==> config.mk <==
export PLATFORM = sky130hd
export DESIGN_NAME = vram_window_arbiter
export DESIGN_NICKNAME = d
export VERILOG_FILES = /design/src/rtl/vram_pkg.sv /design/src/rtl/vram_return_pipe.sv /design/src/rtl/vram_window_arbiter.sv
export SDC_FILE = /design/constraint.sdc
export NUM_CORES = 1
export LEC_CHECK = 0
export BUFFER_PORTS_ARGS = -buffer_cell sky130_fd_sc_hd__buf_2
export CORE_ASPECT_RATIO = 1.1
export CORE_MARGIN = 1
export CORE_UTILIZATION = 41
export CTS_BUF_LIST = sky130_fd_sc_hd__clkbuf_8 sky130_fd_sc_hd__clkbuf_16
export CTS_CLUSTER_SIZE = 8
export DETAILED_ROUTE_END_ITERATION = 12
export PLACE_DENSITY = 0.74
export REMOVE_ABC_BUFFERS = 1
export SYNTH_ARGS = -nofsm -noshare
export SYNTH_HDL_FRONTEND = slang
export SYNTH_SLANG_ARGS = --single-unit
==> constraint.sdc <==
create_clock -name clk -period 5.69 [get_ports clk]
set_clock_uncertainty 0.2 [all_clocks]
set_input_delay 0.2845 -clock clk [delete_from_list [all_inputs] [get_ports clk]]
set_output_delay 0.2845 -clock clk [all_outputs]
set_load 0.005 [all_outputs]
==> src/rtl/vram_pkg.sv <==
// Shared definitions for the VRAM window arbiter: client ids, default widths
// and the read-return tag carried down the return pipe.
package vram_pkg;

  localparam int unsigned DEF_ADDR_W = 11;
  localparam int unsigned DEF_DATA_W = 8;

  localparam logic CLIENT_MAIN   = 1'b0;
  localparam logic CLIENT_PACMAN = 1'b1;

  typedef struct packed {
    logic valid;
    logic client;
  } ret_tag_t;

endpackage

==> src/rtl/vram_return_pipe.sv <==
// Read-return path: shifts the issue tag two stages so it lines up with the
// RAM's registered read data, then registers rdata with a per-client rvalid.
module vram_return_pipe
  import vram_pkg::*;
#(
  parameter int unsigned DATA_W = DEF_DATA_W
) (
  input  logic              clk,
  input  logic              reset,
  input  ret_tag_t          tag_in,
  input  logic [DATA_W-1:0] mem_rdata,
  output logic              rvalid0,
  output logic              rvalid1,
  output logic [DATA_W-1:0] rdata
);

  ret_tag_t stage1;
  ret_tag_t stage2;

  always_ff @(posedge clk or posedge reset) begin
    if (reset) begin
      stage1  <= '0;
      stage2  <= '0;
      rvalid0 <= 1'b0;
      rvalid1 <= 1'b0;
      rdata   <= '0;
    end else begin
      stage1  <= tag_in;
      stage2  <= stage1;
      rvalid0 <= stage2.valid && (stage2.client == CLIENT_MAIN);
      rvalid1 <= stage2.valid && (stage2.client == CLIENT_PACMAN);
      if (stage2.valid) begin
        rdata <= mem_rdata;
      end
    end
  end

endmodule

==> src/rtl/vram_window_arbiter.sv <==
// Grants a single-port VRAM to the main and pacman clients inside their CE
// windows, capping accepted accesses per window and returning read data.
module vram_window_arbiter
  import vram_pkg::*;
#(
  parameter int unsigned ADDR_W    = DEF_ADDR_W,
  parameter int unsigned DATA_W    = DEF_DATA_W,
  parameter int unsigned BURST_MAX = 144
) (
  input  logic              clk,
  input  logic              reset,
  input  logic              main_ce,
  input  logic              pacman_ce,
  input  logic              req0,
  input  logic              req1,
  input  logic              we0,
  input  logic              we1,
  input  logic [ADDR_W-1:0] addr0,
  input  logic [ADDR_W-1:0] addr1,
  input  logic [DATA_W-1:0] wdata0,
  input  logic [DATA_W-1:0] wdata1,
  output logic              ack0,
  output logic              ack1,
  output logic              rvalid0,
  output logic              rvalid1,
  output logic [DATA_W-1:0] rdata,
  output logic              mem_en,
  output logic              mem_we,
  output logic [ADDR_W-1:0] mem_addr,
  output logic [DATA_W-1:0] mem_wdata,
  input  logic [DATA_W-1:0] mem_rdata
);

  localparam int unsigned      CNT_W   = $clog2(BURST_MAX + 1);
  localparam logic [CNT_W-1:0] CNT_CAP = CNT_W'(BURST_MAX);

  logic [1:0]       ce;
  logic [1:0]       req;
  logic [1:0]       ack;
  logic [1:0]       ce_q;
  logic [1:0]       rise;
  logic [1:0]       elig;
  logic [1:0]       grant;
  logic [CNT_W-1:0] cnt [2];

  logic              accept;
  logic              sel;
  logic              sel_we;
  logic [ADDR_W-1:0] sel_addr;
  logic [DATA_W-1:0] sel_wdata;
  ret_tag_t          tag_in;

  assign ce  = {pacman_ce, main_ce};
  assign req = {req1, req0};
  assign ack = {ack1, ack0};

  // A window opening clears the counter on the same edge, so a rising CE is
  // eligible regardless of what the previous window left in cnt.
  always_comb begin
    rise = '0;
    elig = '0;
    for (int unsigned k = 0; k < 2; k++) begin
      rise[k] = ce[k] && !ce_q[k];
      elig[k] = req[k] && ce[k] && !ack[k] && (rise[k] || (cnt[k] < CNT_CAP));
    end
    grant[0] = elig[0];
    grant[1] = elig[1] && !elig[0];
  end

  always_comb begin
    accept    = |grant;
    sel       = grant[1] ? CLIENT_PACMAN : CLIENT_MAIN;
    sel_we    = grant[1] ? we1    : we0;
    sel_addr  = grant[1] ? addr1  : addr0;
    sel_wdata = grant[1] ? wdata1 : wdata0;
    tag_in    = '{valid: accept && !sel_we, client: sel};
  end

  always_ff @(posedge clk or posedge reset) begin
    if (reset) begin
      ce_q <= '0;
      for (int unsigned k = 0; k < 2; k++) begin
        cnt[k] <= '0;
      end
    end else begin
      ce_q <= ce;
      for (int unsigned k = 0; k < 2; k++) begin
        if (rise[k]) begin
          cnt[k] <= grant[k] ? CNT_W'(1) : '0;
        end else if (grant[k]) begin
          cnt[k] <= cnt[k] + CNT_W'(1);
        end
      end
    end
  end

  always_ff @(posedge clk or posedge reset) begin
    if (reset) begin
      ack0      <= 1'b0;
      ack1      <= 1'b0;
      mem_en    <= 1'b0;
      mem_we    <= 1'b0;
      mem_addr  <= '0;
      mem_wdata <= '0;
    end else begin
      ack0   <= grant[0];
      ack1   <= grant[1];
      mem_en <= accept;
      mem_we <= accept && sel_we;
      if (accept) begin
        mem_addr  <= sel_addr;
        mem_wdata <= sel_wdata;
      end
    end
  end

  vram_return_pipe #(
    .DATA_W(DATA_W)
  ) u_return_pipe (
    .clk      (clk),
    .reset    (reset),
    .tag_in   (tag_in),
    .mem_rdata(mem_rdata),
    .rvalid0  (rvalid0),
    .rvalid1  (rvalid1),
    .rdata    (rdata)
  );

endmodule

==> impl_metrics.json <==
{
  "n_antenna_cell": 0,
  "numCtsBuffers": 5,
  "finalWeightedCongestion": 0.799,
  "first_iter_violations": 95,
  "nFillCells": 483,
  "setup_viol": 0,
  "timing.hold.ws_ps": 15.8,
  "crit_required_ps": 5680,
  "drive_gt1_frac": 0.404,
  "yosys.cell_types.count": 38,
  "area_growth_syn_to_layout_pct": 24.3,
  "tightest_slew_ps": 1120,
  "clkSinkCount": 54,
  "power.static_leakage_nw": 1.36,
  "avgSynthCellArea_um2": 11.9,
  "yosys_most_used_dff": "dfrtp_1",
  "fin_ws_ps": 2410,
  "fmax_ghz": 0.305,
  "grt_pass1_wl_mm": 8.45,
  "dr.pass1.iters": 4,
  "htree_levels": 2,
  "insertion_delay_ps": 300,
  "cts-root-buf": "clkbuf_8",
  "synth-warning-count": 0,
  "hold_path.class": "in -> reg",
  "finalInstanceArea_um2": 2900,
  "fin_nets": 333,
  "status": "finished clean",
  "grtUsageTotal": 0.185,
  "async_flop_share": 1.00,
  "tns_ps": 0,
  "clk_path_buf_depth": 2,
  "timing.rr.start": "cnt[6]",
  "cts_tree": "built",
  "path_class": "in -> reg",
  "wl_mm": 4.99,
  "ant_nets": 0,
  "critPathLaunchType": "input pin",
  "finalCritPeriodShare": 0.576,
  "ys_seq_area_frac": 0.578,
  "rrSetupSlack_ps": 2540,
  "row_count": 28,
  "period_minus_slack_ps": 3280,
  "slew_viol_final": 0,
  "die_h_um": 81.2,
  "ff2ff_path_depth": 4,
  "grt_start_max_net_pins": 55,
  "ir_worst_vdd_mv": 0.167,
  "place_ws_ps": 2580,
  "fp.coreArea_um2": 5430,
  "drc": 0,
  "crit_arrival_ps": 3270,
  "grt_pass1_vias": 1831,
  "vias": 1870,
  "cts_setup_buffers": 0,
  "mostFrequentLayoutCell": "buf_2",
  "end_kind": "flop",
  "synthCells": 196,
  "cts_resized": 0,
  "min-delay-start": "mem_rdata[5]",
  "slew_headroom": 0.256,
  "hold_path_depth": 2,
  "grt-ovfl-total": 0,
  "powerDensity_nw_per_um2": 281,
  "maxCapViolCount": 0,
  "syn_area_um2": 2340,
  "die_w_um": 74.0,
  "rsz0062_at_grt": "false",
  "place_area_um2": 2800,
  "post-dp-hpwl_mm": 3.54,
  "holdPathEnd": "u_return_pipe.rdata[5]",
  "crit_fanout": 32,
  "start_util": 0.430,
  "die_area_um2": 6010,
  "io_pins": 87,
  "portBuffers": 86,
  "clk_pin_slew_ps": 90,
  "r2r_end": "mem_addr[4]",
  "vias_per_cell": 5.31,
  "mostFrequentLayoutCells": "86 x buf_2, 54 x dfrtp_1, 20 x or3_1, 12 x o221a_1, 11 x nand2_1",
  "synth_edf_count": 0,
  "hold_viol": 0,
  "wl_per_cell_um": 14.2,
  "antenna_found_initial": 0,
  "ys_ff_latch": 54
}
## synth_stat cells, types with 2 or more instances
cell	count	area (µm²)
a21oi_1	5	25.0
a31oi_1	4	25.0
a41o_1	2	20.0
and3_1	2	12.5
buf_1	2	7.51
buf_2	6	30.0
clkbuf_1	5	18.8
dfrtp_1	54	1350
ha_1	2	25.0
inv_1	2	7.51
inv_2	2	7.51
mux2_2	8	90.1
nand2_1	11	41.3
nand2b_1	2	12.5
nand3_1	6	30.0
nand3b_1	3	22.5
nor2_1	9	33.8
nor2b_1	3	18.8
nor3_1	2	10.0
nor4b_1	2	17.5
o21ai_1	3	15.0
o221a_1	12	135
o221a_2	7	78.8
o31ai_1	3	22.5
or3_1	20	125
or4_1	3	22.5
xnor2_1	5	43.8
## final cells by class
class,count,area [µm²],share of cell area
Sequential cell,54,1350,0.465
Clock inverter,2,11.3,0.00388
Timing Repair Buffer,88,450,0.155
Multi-Input combinational cell,124,913,0.315
Clock buffer,5,68.8,0.0237
Tap cell,75,93.8,0.0323
Inverter,4,15.0,0.00517
## sequential cells by signal, indices dropped and copies added (netlist names)
signal and cells:
ack0 1, ce_q 2, u_return_pipe.rdata 8, u_return_pipe.stage1 1
mem_wdata 8, mem_we 1, u_return_pipe.rvalid0 1, cnt 16
mem_en 1, u_return_pipe.rvalid1 1, mem_addr 11, ack1 1
u_return_pipe.stage2 2
## per-layer routing
metal / routed length [µm] / track usage
met3: 265 / 0.0484
met2: 2510 / 0.316
met1: 2180 / 0.233
met4: 38 / 0.0385
met5: 0 / 0
## cells by family after synthesis
group	Yosys count	share of synthesized area
DFF	54	0.578
muxes	9	0.0428
xor gates and xnor gates	6	0.0225
buffers and inverters	18	0.0337
adders and majority gates	2	0.0107
and+or+nand+nor	67	0.160
AOI/OAI and AO/OA	40	0.153
## worst max path at each step
stage,startpoint,end,depth (start not counted)
after floorplan,cnt[4],mem_addr[0],4
after global placement,cnt[4],mem_addr[1],4
after detailed placement,cnt[6],mem_addr[1],4
after CTS,main_ce,mem_addr[1],6
after global routing,main_ce,mem_addr[3],6
final,main_ce,mem_addr[4],6
## worst max-delay path, stage by stage
cell and delay (ps):
dlygate4sd3_1 540, buf_2 130, nand3b_1 170, or2_1 880, nand2_1 780, o221a_2 470
## power breakdown
part / internal [mW] / switching, mW / total, mW
logic: 0.0884 / 0.0686 / 0.157
registers: 0.431 / 0.0273 / 0.458
clock network: 0.0829 / 0.118 / 0.201
total: 0.602 / 0.214 / 0.816
## stage by stage
stage	instances	utilization	power (mW)
floorplan	182	-	0.547
global placement	343	0.516	0.619
detailed placement	343	0.516	0.625
CTS	352	0.535	0.825
global route	352	0.535	0.864
finish	352	0.535	0.816
## what timing repair did
| action | in CTS | in global routing |
|---|---|---|
| endpoints found under the setup margin | 0 | 0 |
| hold endpoints to repair | 2 | 0 |
| hold buffers | 2 | 0 |
Note: power is estimated with default switching activity, not from simulation.
